### config.mk
export PLATFORM = sky130hd
export DESIGN_NAME = gate_unit_arbiter_flat
export DESIGN_NICKNAME = d
export VERILOG_FILES = /design/src/rtl/gate_unit_arbiter_if.sv /design/src/rtl/gate_unit_arbiter.sv /design/src/flat_wrapper.sv
export SDC_FILE = /design/constraint.sdc
export NUM_CORES = 1
export LEC_CHECK = 0
export ABC_AREA = 1
export BUFFER_PORTS_ARGS = -buffer_cell sky130_fd_sc_hd__buf_2
export CAP_MARGIN = 20
export CORE_MARGIN = 5
export CORE_UTILIZATION = 40
export CTS_CLUSTER_DIAMETER = 30
export DETAILED_ROUTE_END_ITERATION = 10
export PLACE_DENSITY = 0.78
export SLEW_MARGIN = 20
export SYNTH_ARGS = -nofsm -noshare
export SYNTH_HDL_FRONTEND = slang
export SYNTH_SLANG_ARGS = --single-unit
### constraint.sdc
create_clock -name clk -period 5.3 [get_ports clk]
set_input_delay 1.59 -clock clk [delete_from_list [all_inputs] [get_ports clk]]
set_output_delay 1.59 -clock clk [all_outputs]
set_load 0.01 [all_outputs]
### src/rtl/gate_unit_arbiter_if.sv
// Bundles the requester-side and result-side signals of gate_unit_arbiter.
// The arbiter uses the slave modport; requesters and the result consumer
// together use the master modport.
interface gate_unit_arbiter_if #(
  parameter int NREQ  = 4,
  parameter int WIDTH = 8
);
  localparam int IDW = $clog2(NREQ);

  logic [NREQ-1:0]       req;
  logic [3*NREQ-1:0]     req_op;
  logic [WIDTH*NREQ-1:0] req_a;
  logic [WIDTH*NREQ-1:0] req_b;
  logic [NREQ-1:0]       gnt;
  logic                  res_valid;
  logic [IDW-1:0]        res_id;
  logic [2:0]            res_op;
  logic [WIDTH-1:0]      res_data;
  logic                  res_ready;

  modport master (
    output req, req_op, req_a, req_b, res_ready,
    input  gnt, res_valid, res_id, res_op, res_data
  );

  modport slave (
    input  req, req_op, req_a, req_b, res_ready,
    output gnt, res_valid, res_id, res_op, res_data
  );
endinterface

### src/rtl/gate_unit_arbiter.sv
// gate_unit_arbiter: shares one WIDTH-bit basic-gate unit between NREQ
// requesters with round-robin arbitration and a single valid/ready result
// register.
// Optional feature macro: GATE_ARB_PRIO0_EN -- when defined, requester 0 has
// fixed top priority and the rest round-robin among themselves.
//
// Result register FSM:
//   state | meaning
//   EMPTY | no result held, res_valid=0, any request may be accepted
//   FULL  | result held, res_valid=1, reload only when consumer takes it
module gate_unit_arbiter #(
  parameter int NREQ  = 4,
  parameter int WIDTH = 8
) (
  input logic                clk,
  input logic                rst,
  gate_unit_arbiter_if.slave bus
);
  localparam int IDW = $clog2(NREQ);

  typedef enum logic {EMPTY = 1'b0, FULL = 1'b1} state_t;

  state_t           state, state_next;
  logic [IDW-1:0]   ptr, ptr_next;
  logic [IDW-1:0]   win;
  logic [IDW:0]     sum;
  logic [IDW-1:0]   idx;
  logic             found;
  logic             accept;
  logic             grant;
  logic [NREQ-1:0]  gnt_vec;
  logic [2:0]       op_arr [NREQ];
  logic [WIDTH-1:0] a_arr  [NREQ];
  logic [WIDTH-1:0] b_arr  [NREQ];
  logic [IDW-1:0]   res_id;
  logic [2:0]       res_op;
  logic [WIDTH-1:0] res_data;

  function automatic logic [WIDTH-1:0] gate_eval(input logic [2:0] op,
                                                 input logic [WIDTH-1:0] a,
                                                 input logic [WIDTH-1:0] b);
    logic [WIDTH-1:0] r;
    case (op)
      3'd0:    r = a & b;
      3'd1:    r = a | b;
      3'd2:    r = ~a;
      3'd3:    r = ~(a & b);
      3'd4:    r = ~(a | b);
      3'd5:    r = a ^ b;
      3'd6:    r = ~(a ^ b);
      default: r = '0;
    endcase
    return r;
  endfunction

  // Unpack the flat requester buses into per-requester fields.
  always_comb begin
    for (int i = 0; i < NREQ; i++) begin
      op_arr[i] = bus.req_op[3*i +: 3];
      a_arr[i]  = bus.req_a[WIDTH*i +: WIDTH];
      b_arr[i]  = bus.req_b[WIDTH*i +: WIDTH];
    end
  end

  // Pick the winner: first pending request searching upward from ptr.
  always_comb begin
    found = 1'b0;
    win   = '0;
    sum   = '0;
    idx   = '0;
`ifdef GATE_ARB_PRIO0_EN
    // Requester 0 pre-empts the rotating search; the search itself never
    // selects 0 when req[0] is low, so the others rotate among themselves.
    if (bus.req[0]) found = 1'b1;
`endif
    for (int k = 0; k < NREQ; k++) begin
      sum = {1'b0, ptr} + (IDW+1)'(k);
      if (sum >= (IDW+1)'(NREQ)) sum = sum - (IDW+1)'(NREQ);
      idx = sum[IDW-1:0];
      if (!found && bus.req[idx]) begin
        found = 1'b1;
        win   = idx;
      end
    end
  end

  assign ptr_next = (win == IDW'(NREQ-1)) ? '0 : win + 1'b1;

  // Result register state.
  always_ff @(posedge clk) begin
    if (rst) state <= EMPTY;
    else     state <= state_next;
  end

  // Accept/grant decision and next result-register state.
  always_comb begin
    state_next = state;
    grant      = 1'b0;
    gnt_vec    = '0;
    accept     = (state == EMPTY) || bus.res_ready;
    if (!rst && accept && found) begin
      grant        = 1'b1;
      gnt_vec[win] = 1'b1;
    end
    case (state)
      EMPTY:   if (grant) state_next = FULL;
      FULL:    if (bus.res_ready && !grant) state_next = EMPTY;
      default: state_next = EMPTY;
    endcase
  end

  // Load the result of the granted request; hold it otherwise.
  always_ff @(posedge clk) begin
    if (rst) begin
      res_id   <= '0;
      res_op   <= '0;
      res_data <= '0;
    end else if (grant) begin
      res_id   <= win;
      res_op   <= op_arr[win];
      res_data <= gate_eval(op_arr[win], a_arr[win], b_arr[win]);
    end
  end

  // Advance the round-robin pointer past the last winner.
  always_ff @(posedge clk) begin
    if (rst) begin
      ptr <= '0;
    end else if (grant) begin
`ifdef GATE_ARB_PRIO0_EN
      if (win != '0) ptr <= ptr_next;
`else
      ptr <= ptr_next;
`endif
    end
  end

  assign bus.gnt       = gnt_vec;
  assign bus.res_valid = (state == FULL);
  assign bus.res_id    = res_id;
  assign bus.res_op    = res_op;
  assign bus.res_data  = res_data;
endmodule

### src/flat_wrapper.sv
// flat-port wrapper written by rule: the top's interface ports become plain ports
module gate_unit_arbiter_flat 
#(
  parameter int NREQ  = 4,
  parameter int WIDTH = 8
)
  (clk, rst, bus_req, bus_req_op, bus_req_a, bus_req_b, bus_res_ready, bus_gnt, bus_res_valid, bus_res_id, bus_res_op, bus_res_data);
  gate_unit_arbiter_if #(.NREQ(NREQ), .WIDTH(WIDTH)) bus_i ();
  input logic clk;
  input logic rst;
  input wire logic [$bits(bus_i.req)-1:0] bus_req;
  input wire logic [$bits(bus_i.req_op)-1:0] bus_req_op;
  input wire logic [$bits(bus_i.req_a)-1:0] bus_req_a;
  input wire logic [$bits(bus_i.req_b)-1:0] bus_req_b;
  input wire logic [$bits(bus_i.res_ready)-1:0] bus_res_ready;
  output wire logic [$bits(bus_i.gnt)-1:0] bus_gnt;
  output wire logic [$bits(bus_i.res_valid)-1:0] bus_res_valid;
  output wire logic [$bits(bus_i.res_id)-1:0] bus_res_id;
  output wire logic [$bits(bus_i.res_op)-1:0] bus_res_op;
  output wire logic [$bits(bus_i.res_data)-1:0] bus_res_data;
  assign bus_i.req = bus_req;
  assign bus_i.req_op = bus_req_op;
  assign bus_i.req_a = bus_req_a;
  assign bus_i.req_b = bus_req_b;
  assign bus_i.res_ready = bus_res_ready;
  assign bus_gnt = bus_i.gnt;
  assign bus_res_valid = bus_i.res_valid;
  assign bus_res_id = bus_i.res_id;
  assign bus_res_op = bus_i.res_op;
  assign bus_res_data = bus_i.res_data;
  gate_unit_arbiter #(.NREQ(NREQ), .WIDTH(WIDTH)) u_core (.clk(clk), .rst(rst), .bus(bus_i));
endmodule
-- Yosys cells after proc, flatten, opt, wreduce, memory -nomap -nowiden
Cells that the tools add are included.
- $add $sub $neg: 8
- magnitude comparators: 11
- equal/unequal tests: 7
- muxes and demuxes: 38
- bitwise operators: 9
- reductions and logical operators: 14
- operator list (operator ; count):
    $pmux 8 s7 ; 1
    $bmux 8 s2 ; 2
    $mux 8 ; 4
    $not 8->8 ; 4
    $mux 2 ; 9
    $lt 2x3->1 const B ; 5
    $ge 3x3->1 const B ; 4
    $mux 1 ; 12
    $eq 3x3->1 const B ; 3
    $and 8x8->8 ; 1
    $bmux 1 s2 ; 4
    $or 8x8->8 ; 1
    $sub 2x1->2 const B ; 4
    $xor 8x8->8 ; 1
    $logic_and 1x1->1 ; 7
    $add 2x2->3 const B ; 2
    $bmux 3 s2 ; 1
    $eq 3x2->1 const B ; 2
    $mux 3 ; 2
    $logic_not 1->1 ; 5
    $mux 4 ; 1
    $add 2x1->3 const B ; 1
    $eq 3x1->1 const B ; 1
    $ge 2x3->1 const B ; 1
    9 further kinds ; 9
- register bits after elaboration: 16
- bits of input ports: 83
- output and inout bits: 18
- logic and storage cells: 92

-- Depth between registers and ports, before layout
Gate-level depths: netlist of the first run.
- depth in word-level cells: 21
- mapped depth: 24
- mapped depth without buffers: 22

-- Least setup slack after synthesis of the first run
No wires, ideal clock.
- path kind: input to output
- start: in bus_req[2]
- end: out bus_gnt[0]
- arrival: 3.183 ns
- required time: 3.710 ns
- slack: 0.527 ns
- cell stages on the path: 13
- buffers on the path: 3
- path through: inv_1 nand2_1 nand3_2 nand2_1 nor2_4 nand3_1 nand2_2 buf_4 clkbuf_1 buf_2 ha_1 inv_1 nor2_1
- word-level cells in the longest chain between the ends: 17
- elaborated cells between the ends (all ways): 29
- those cells by class: 2 x order compare; 19 x mux; 8 x reduce/logical
- RTL lines (what ; line ; source):
    start, declared ; flat_wrapper.sv:11 ; input wire logic [$bits(bus_i.req)-1:0] bus_req;
    $bmux 1 s2 ; gate_unit_arbiter.sv:80 ; if (!found && bus.req[idx]) begin
    $mux 1 (not written as such) ; gate_unit_arbiter.sv:80 ;
    $mux 1 ; gate_unit_arbiter.sv:80 ;
    $logic_not 1->1 ; gate_unit_arbiter.sv:80 ;
    $logic_and 1x1->1 ; gate_unit_arbiter.sv:80 ;
    $mux 1 ; gate_unit_arbiter.sv:80 ;
    $logic_not 1->1 ; gate_unit_arbiter.sv:80 ;
    $logic_and 1x1->1 ; gate_unit_arbiter.sv:80 ;
    $mux 1 ; gate_unit_arbiter.sv:80 ;
    $logic_not 1->1 ; gate_unit_arbiter.sv:80 ;
    $logic_and 1x1->1 ; gate_unit_arbiter.sv:80 ;
    $mux 2 ; gate_unit_arbiter.sv:80 ;
    $lt 2x3->1 (not written as such) or $ge 2x1->1 (tied branches) ; gate_unit_arbiter.sv:103 ; gnt_vec[win] = 1'b1;
    $logic_and 1x1->1 (not written as such) ; gate_unit_arbiter.sv:103 ;
    $mux 1 (not written as such) ; gate_unit_arbiter.sv:103 ;
    $demux 1 s2 ; n/a ;
    $mux 4 * ; gate_unit_arbiter.sv:101 ; if (!rst && accept && found) begin
    end, declared ; flat_wrapper.sv:16 ; output wire logic [$bits(bus_i.gnt)-1:0] bus_gnt;
Every way passes the cells marked *; elsewhere a longest branch is shown, timed or not. The select of a mux whose other input is x is not followed.

-- Final worst setup path of the first run
- start: in bus_req[1]
- end: out bus_gnt[3]
- word-level cells in the longest chain between the ends: 17
- elaborated cells between the ends (all ways): 29
- those cells by class: 2 x order compare; 19 x mux; 8 x reduce/logical
- RTL lines (what ; line ; source):
    $bmux 1 s2 ; gate_unit_arbiter.sv:80 ;
    $mux 1 (not written as such) ; gate_unit_arbiter.sv:80 ;
    $mux 1 ; gate_unit_arbiter.sv:80 ;
    $logic_not 1->1 ; gate_unit_arbiter.sv:80 ;
    $logic_and 1x1->1 ; gate_unit_arbiter.sv:80 ;
    $mux 1 ; gate_unit_arbiter.sv:80 ;
    $logic_not 1->1 ; gate_unit_arbiter.sv:80 ;
    $logic_and 1x1->1 ; gate_unit_arbiter.sv:80 ;
    [... 2 more ...] ; n/a ;
    $logic_and 1x1->1 ; gate_unit_arbiter.sv:80 ;
    $mux 2 * ; gate_unit_arbiter.sv:80 ;
    net u_core.win[1] ; gate_unit_arbiter.sv:25 ; logic [IDW-1:0] win;
    $lt 2x3->1 (not written as such) or $ge 2x1->1 (tied branches) ; gate_unit_arbiter.sv:103 ;
    $logic_and 1x1->1 (not written as such) ; gate_unit_arbiter.sv:103 ;
    $mux 1 (not written as such) ; gate_unit_arbiter.sv:103 ;
    $demux 1 s2 * ; n/a ;
    $mux 4 * ; gate_unit_arbiter.sv:101 ;
The timed path passes the listed nets; every way through them passes the cells marked *. The select of a mux whose other input is x is not followed.

==> results of run 1 <==
worst max-delay path, delay by kind of cell:
family                   cells  cell delay, ns
buffers and inverters        5            0.50
AND/OR/NAND/NOR              8            0.86
adder cells (fa/ha/maj)      1            0.16
layout make-up:
type / count / area [um2]
inverters: 72 / 270
well taps: 77 / 96.3
multi-input cells: 357 / 1940
repair buffers: 104 / 531
fillers: 657 / 3210
clock buffers: 4 / 55.1
flip-flops and latches: 16 / 320
cells by family (layout without fill, tap and decap cells):
family                   count (synthesis)  in the layout  synth area share
buffers and inverters                   92            180             0.156
adder cells (fa/ha/maj)                 20             20            0.0934
AND/OR/NAND/NOR                        275            275             0.491
flip-flops                              16             16             0.120
AO/OA/AOI/OAI                           62             62             0.140
stage by stage:
step | hold slack (ns) | setup WS [ns]
after global placement | 0.457 | 0.673
after CTS | 0.472 | 0.622
final | 0.470 | 0.610
after floorplan | 0.490 | 0.527
after global routing | 0.503 | 0.426
after detailed placement | 0.463 | 0.617
cells in the final DEF (no fill, tap or decap), drive strengths merged:
| cell type | count |
|---|---|
| o21bai | 8 |
| clkinv | 1 |
| dfxtp | 16 |
| o211ai | 8 |
| clkbuf | 4 |
| nor2 | 60 |
| o21ai | 31 |
| a211oi | 1 |
| buf | 104 |
| nor3 | 5 |
| inv | 71 |
| nand2 | 149 |
| nand3 | 48 |
| nand4 | 13 |
| ha | 20 |
| a21oi | 14 |
final timing paths:
check | start | slack, ns | to | cells past startpoint
max | bus_req[1] | 0.61 | bus_gnt[3] | 14
min reg2reg | u_core.bus.res_data[6]$_SDFFE_PP0P_ | 0.47 | u_core.bus.res_data[6]$_SDFFE_PP0P_ | 2
max reg2reg | u_core.ptr[0]$_SDFFE_PP0P_ | 1.81 | u_core.bus.res_data[1]$_SDFFE_PP0P_ | 20
min | u_core.bus.res_data[6]$_SDFFE_PP0P_ | 0.47 | u_core.bus.res_data[6]$_SDFFE_PP0P_ | 2
flip-flops by register name, indices dropped and copies added (netlist names):
register,flops
u_core.ptr,2
u_core.bus.res_id,2
u_core.bus.res_valid,1
u_core.bus.res_op,3
u_core.bus.res_data,8
routing by layer:
metal / up-vias / GRT usage / part of all wire
li1: 1649 / - / -
met1: 1319 / 0.209 / 0.45
met2: 101 / 0.303 / 0.47
met3: 13 / 0.0155 / 0.059
met4: 0 / 0.0582 / 0.023
met5: - / 0 / 0
==> results.py, run 1 <==
metrics = {
    "global_route": {
        "grt_max_degree": 48,
        "grt_pass1_wl_mm": 12.2,
        "grt_usage": 0.168,
        "grt_pass1_vias": 2859,
        "overflow": 0,
        "antenna_found_initial": 0,
    },
    "routing": {
        "vias": 3082,
        "drc_errors": 0,
        "first_pass_iters": 4,
        "drt_iter0_markers": 90,
        "vias_per_cell": 4.89,
        "ant_nets": 0,
        "drt_wl_total_mm": 7.20,
        "routedWlPerCell_um": 11.4,
    },
    "final_layout": {
        "num_antenna_cells": 0,
        "post-route-util": 0.500,
        "finalNonFillerCells": 630,
        "syn_to_final_growth_pct": 19.9,
        "nets": 657,
        "drive_gt1_frac": 0.288,
        "stdcell_area_mm2": 0.00321,
    },
    "floorplanning": {
        "initial_utilization": 0.417,
        "rows": 29,
        "die_h_um": 91.8,
        "die-area_mm2": 0.00843,
        "core-area_mm2": 0.00642,
        "chipWidth_um": 91.8,
        "ios": 101,
    },
    "sta": {
        "slew_headroom": 0.693,
        "setup_tns_ns": 0,
        "setup_viol": 0,
        "rsz0062_at_grt": "no",
        "period_share": 0.885,
        "period_needed_ns": 4.69,
        "fmax_mhz": 213,
        "fin_skew_ns": 0.00357,
        "drv_slew": 0,
        "hold_viol": 0,
        "worstMarginPinSlew_ns": 0.460,
    },
    "cts": {
        "post_cts_buffers": 0,
        "hold_buffers": 0,
        "clk_path_buf_depth": 2,
        "cts_inserted_buffers": 3,
        "cts.sinks": 16,
        "root_buffer": "clkbuf_8",
        "cts_max_level": 1,
        "cts_tree": "yes",
        "path_clk_slew_ns": 0.06,
        "clock_latency_ns": 0.25,
        "post_cts_resized": 0,
    },
    "setup_path": {
        "end_kind": "primary output",
        "max_stage_delay_ns": 0.18,
        "critPathLaunchType": "input port",
        "criticalPathCategory": "input port to primary output",
        "worstPathArrival_ns": 3.10,
        "cp_max_fo": 7,
        "cp_slowest_cell": "nor2_4",
        "cp.required_ns": 3.71,
        "crit_chain": "buf_2 > inv_1 > nand2_2 > nand3_2 > nand2_1 > nor2_4 > nand3_1 > nand3_1 > nand2_2 > inv_2 > ha_1 > inv_1 > nor2_1 > buf_2",
    },
    "synthesis": {
        "avgSynthCellArea_um2": 5.76,
        "synth_top_area_cell": "nand2_1",
        "syn-cell-area_mm2": 0.00268,
        "ys_async_sr_fraction": 0,
        "post-synth-top-area-fraction": 0.184,
        "synth_ff_type": "dfxtp_1",
        "synthCells": 465,
        "ys_warn_count": 0,
        "synth_nets": 568,
        "ys_seq_area_frac": 0.120,
        "synth.distinct_cells": 29,
        "ys_ff_latch": 16,
        "synth_edf_count": 0,
        "synthMostInstantiatedCell": "nand2_1",
        "yosys-top-cells-count": "nand2_1 (131), inv_1 (60), nor2_1 (54), nand3_1 (38), o21ai_0 (29)",
        "synthTopCellsByArea": "nand2_1 (18%), dfxtp_1 (12%), ha_1 (9.3%), inv_1 (8.4%), nor2_1 (7.6%)",
    },
    "placed_design": {
        "gp_congestion": 0.911,
        "dp.cells": 626,
        "port_buffers": 100,
        "hpwl_mm": 5.88,
        "placed_cell_area_mm2": 0.00316,
    },
    "run": {
        "drv_cap": 0,
    },
    "status": {
        "status": "complete, no violations",
    },
    "hold_path": {
        "hold_class": "flip-flop to flip-flop",
    },
}
Power of run 1 is not shown: default switching activity piles up to over one toggle a cycle in this logic, so the estimate is an artifact.
==> run 2, diff against run 1 <==
Settings changed: CELL_PAD_IN_SITES_DETAIL_PLACEMENT set to 1, CELL_PAD_IN_SITES_GLOBAL_PLACEMENT set to 2, CORE_UTILIZATION 40 to 24, PLACE_DENSITY 0.78 to 0.91.
==> results.py, run 2 (synthesis gave the netlist of run 1 again) <==
metrics = {
    "status": {
        "status": "complete, no violations",
    },
    "final_layout": {
        "num_antenna_cells": 0,
        "top_register": "u_core.bus.res_data",
        "final_cell_mix": "nand2_1 (131), buf_2 (100), inv_1 (60)",
        "syn_to_final_growth_pct": 22.9,
        "reg_top3": "u_core.bus.res_data x8, u_core.bus.res_op x3",
        "fillCellCount": 1494,
        "largest_reg_flops": 8,
        "stdcell_area_mm2": 0.00329,
        "multi_input_area_mm2": 0.00194,
        "register_area_um2": 320,
        "nets": 657,
        "final_common_cell": "nand2_1",
        "drive_gt1_frac": 0.288,
    },
    "sta": {
        "worst_hold_slack_ns": 0.468,
        "hold_viol": 0,
        "period_share": 0.897,
        "fin_skew_ns": 0.000709,
        "fmax_mhz": 210,
        "setup_tns_ns": 0,
        "fin_ws_ns": 0.544,
        "drv_slew": 0,
        "worstMarginPinSlew_ns": 0.502,
        "slew_headroom": 0.665,
        "rsz0062_at_grt": "no",
        "setup_viol": 0,
        "period_needed_ns": 4.76,
    },
    "hold_path": {
        "hp-start": "u_core.bus.res_data[1]$_SDFFE_PP0P_",
        "hold_class": "flip-flop to flip-flop",
    },
    "routing": {
        "first_pass_iters": 4,
        "vias": 3163,
        "routedWlPerCell_um": 12.9,
        "ant_nets": 0,
        "drt_wl_total_mm": 8.95,
        "drt_iter0_markers": 125,
        "drc_errors": 0,
        "vias_per_cell": 4.56,
    },
    "setup_path": {
        "end_kind": "primary output",
        "cp_max_fo": 7,
        "cp_slowest_cell": "nor2_4",
        "cp.required_ns": 3.71,
        "path_buf_inv": 5,
        "startpoint": "bus_req[3]",
        "max_stage_delay_ns": 0.18,
        "crit_chain": "buf_2 > inv_1 > nand2_2 > nand3_2 > nand2_1 > nor2_4 > nand3_1 > nand3_1 > nand2_2 > inv_2 > ha_1 > inv_1 > nor2_1 > buf_2",
        "cp_top_family": "simple AND/OR/NAND/NOR gates",
        "criticalPathCategory": "input port to primary output",
        "worstPathArrival_ns": 3.17,
        "critPathLaunchType": "input port",
        "r2r-start": "u_core.ptr[0]$_SDFFE_PP0P_",
    },
    "cts": {
        "root_buffer": "clkbuf_8",
        "post_cts_resized": 0,
        "clock_latency_ns": 0.25,
        "post_cts_buffers": 0,
        "hold_buffers": 0,
        "clk_path_buf_depth": 2,
        "cts_tree": "yes",
        "cts_max_level": 1,
        "cts_inserted_buffers": 3,
        "cts.sinks": 16,
        "path_clk_slew_ns": 0.06,
    },
    "global_route": {
        "overflow": 0,
        "grt_pass1_wl_mm": 14.8,
        "grt_max_degree": 48,
        "grt_usage": 0.132,
        "antenna_found_initial": 0,
        "grt_pass1_vias": 3195,
    },
    "placed_design": {
        "port_buffers": 100,
        "gp_congestion": 0.835,
        "hpwl_mm": 7.40,
        "dp_slack_ns": 0.547,
        "placed_cell_area_mm2": 0.00324,
    },
    "floorplanning": {
        "chipWidth_um": 116,
        "die-area_mm2": 0.0134,
        "ios": 101,
        "rows": 38,
        "die_h_um": 116,
        "core-area_mm2": 0.0109,
        "initial_utilization": 0.246,
    },
    "run": {
        "drv_cap": 0,
    },
}
==> run 2: cell counts in the layout (fill, tap and decap cells not counted) <==
No cell type changed its count.
==> run 2: path summary, 6_finish.rpt <==
kind	endpoint	slack (ns)	depth (start not counted)
setup / recovery	bus_gnt[3]	0.54	14
hold / removal	u_core.bus.res_data[1]$_SDFFE_PP0P_	0.47	2
setup reg to reg	u_core.bus.res_data[3]$_SDFFE_PP0P_	1.66	21
hold reg to reg	u_core.bus.res_data[1]$_SDFFE_PP0P_	0.47	2
==> run 2: cell type report <==
type | instances | area share
multi-input cells | 357 | 0.590
repair buffers | 104 | 0.161
flip-flops and latches | 16 | 0.0973
inverters | 72 | 0.0821
well taps | 140 | 0.0532
clock buffers | 4 | 0.0167
==> run 2: routing by layer <==
metal	GRT usage	routed length, um	vias up
met5	0	0	-
met4	0.0224	78	0
met3	0.0151	460	7
met2	0.238	4320	71
met1	0.173	4090	1439
li1	-	-	1646
==> run 2: stage by stage <==
| step | std cells | utilization |
|---|---|---|
| floorplan | 465 | - |
| global placement | 689 | 0.297 |
| detailed placement | 689 | 0.297 |
| CTS | 693 | 0.302 |
| global route | 693 | 0.302 |
| finish | 693 | 0.302 |
==> run 2: worst register-to-register path, cell delays in order (launching register included) <==
cell and delay, ns:
dfxtp_1 0.63, inv_2 0.21, nand2_1 0.12, nand2_2 0.09
nand2_2 0.09, nand2_2 0.07, nor2_4 0.14, nand3_4 0.17
nand3_4 0.15, buf_4 0.43, nand2_1 0.17, nand2_1 0.11
nand2_1 0.06, nand2_2 0.26, nand2_2 0.10, nor2_2 0.27
nand2_1 0.10, nand2_1 0.08, nor2_1 0.04, nand2_1 0.10
nand2_1 0.08, a21oi_2 0.10
Power of run 2 is left out for the same reason.
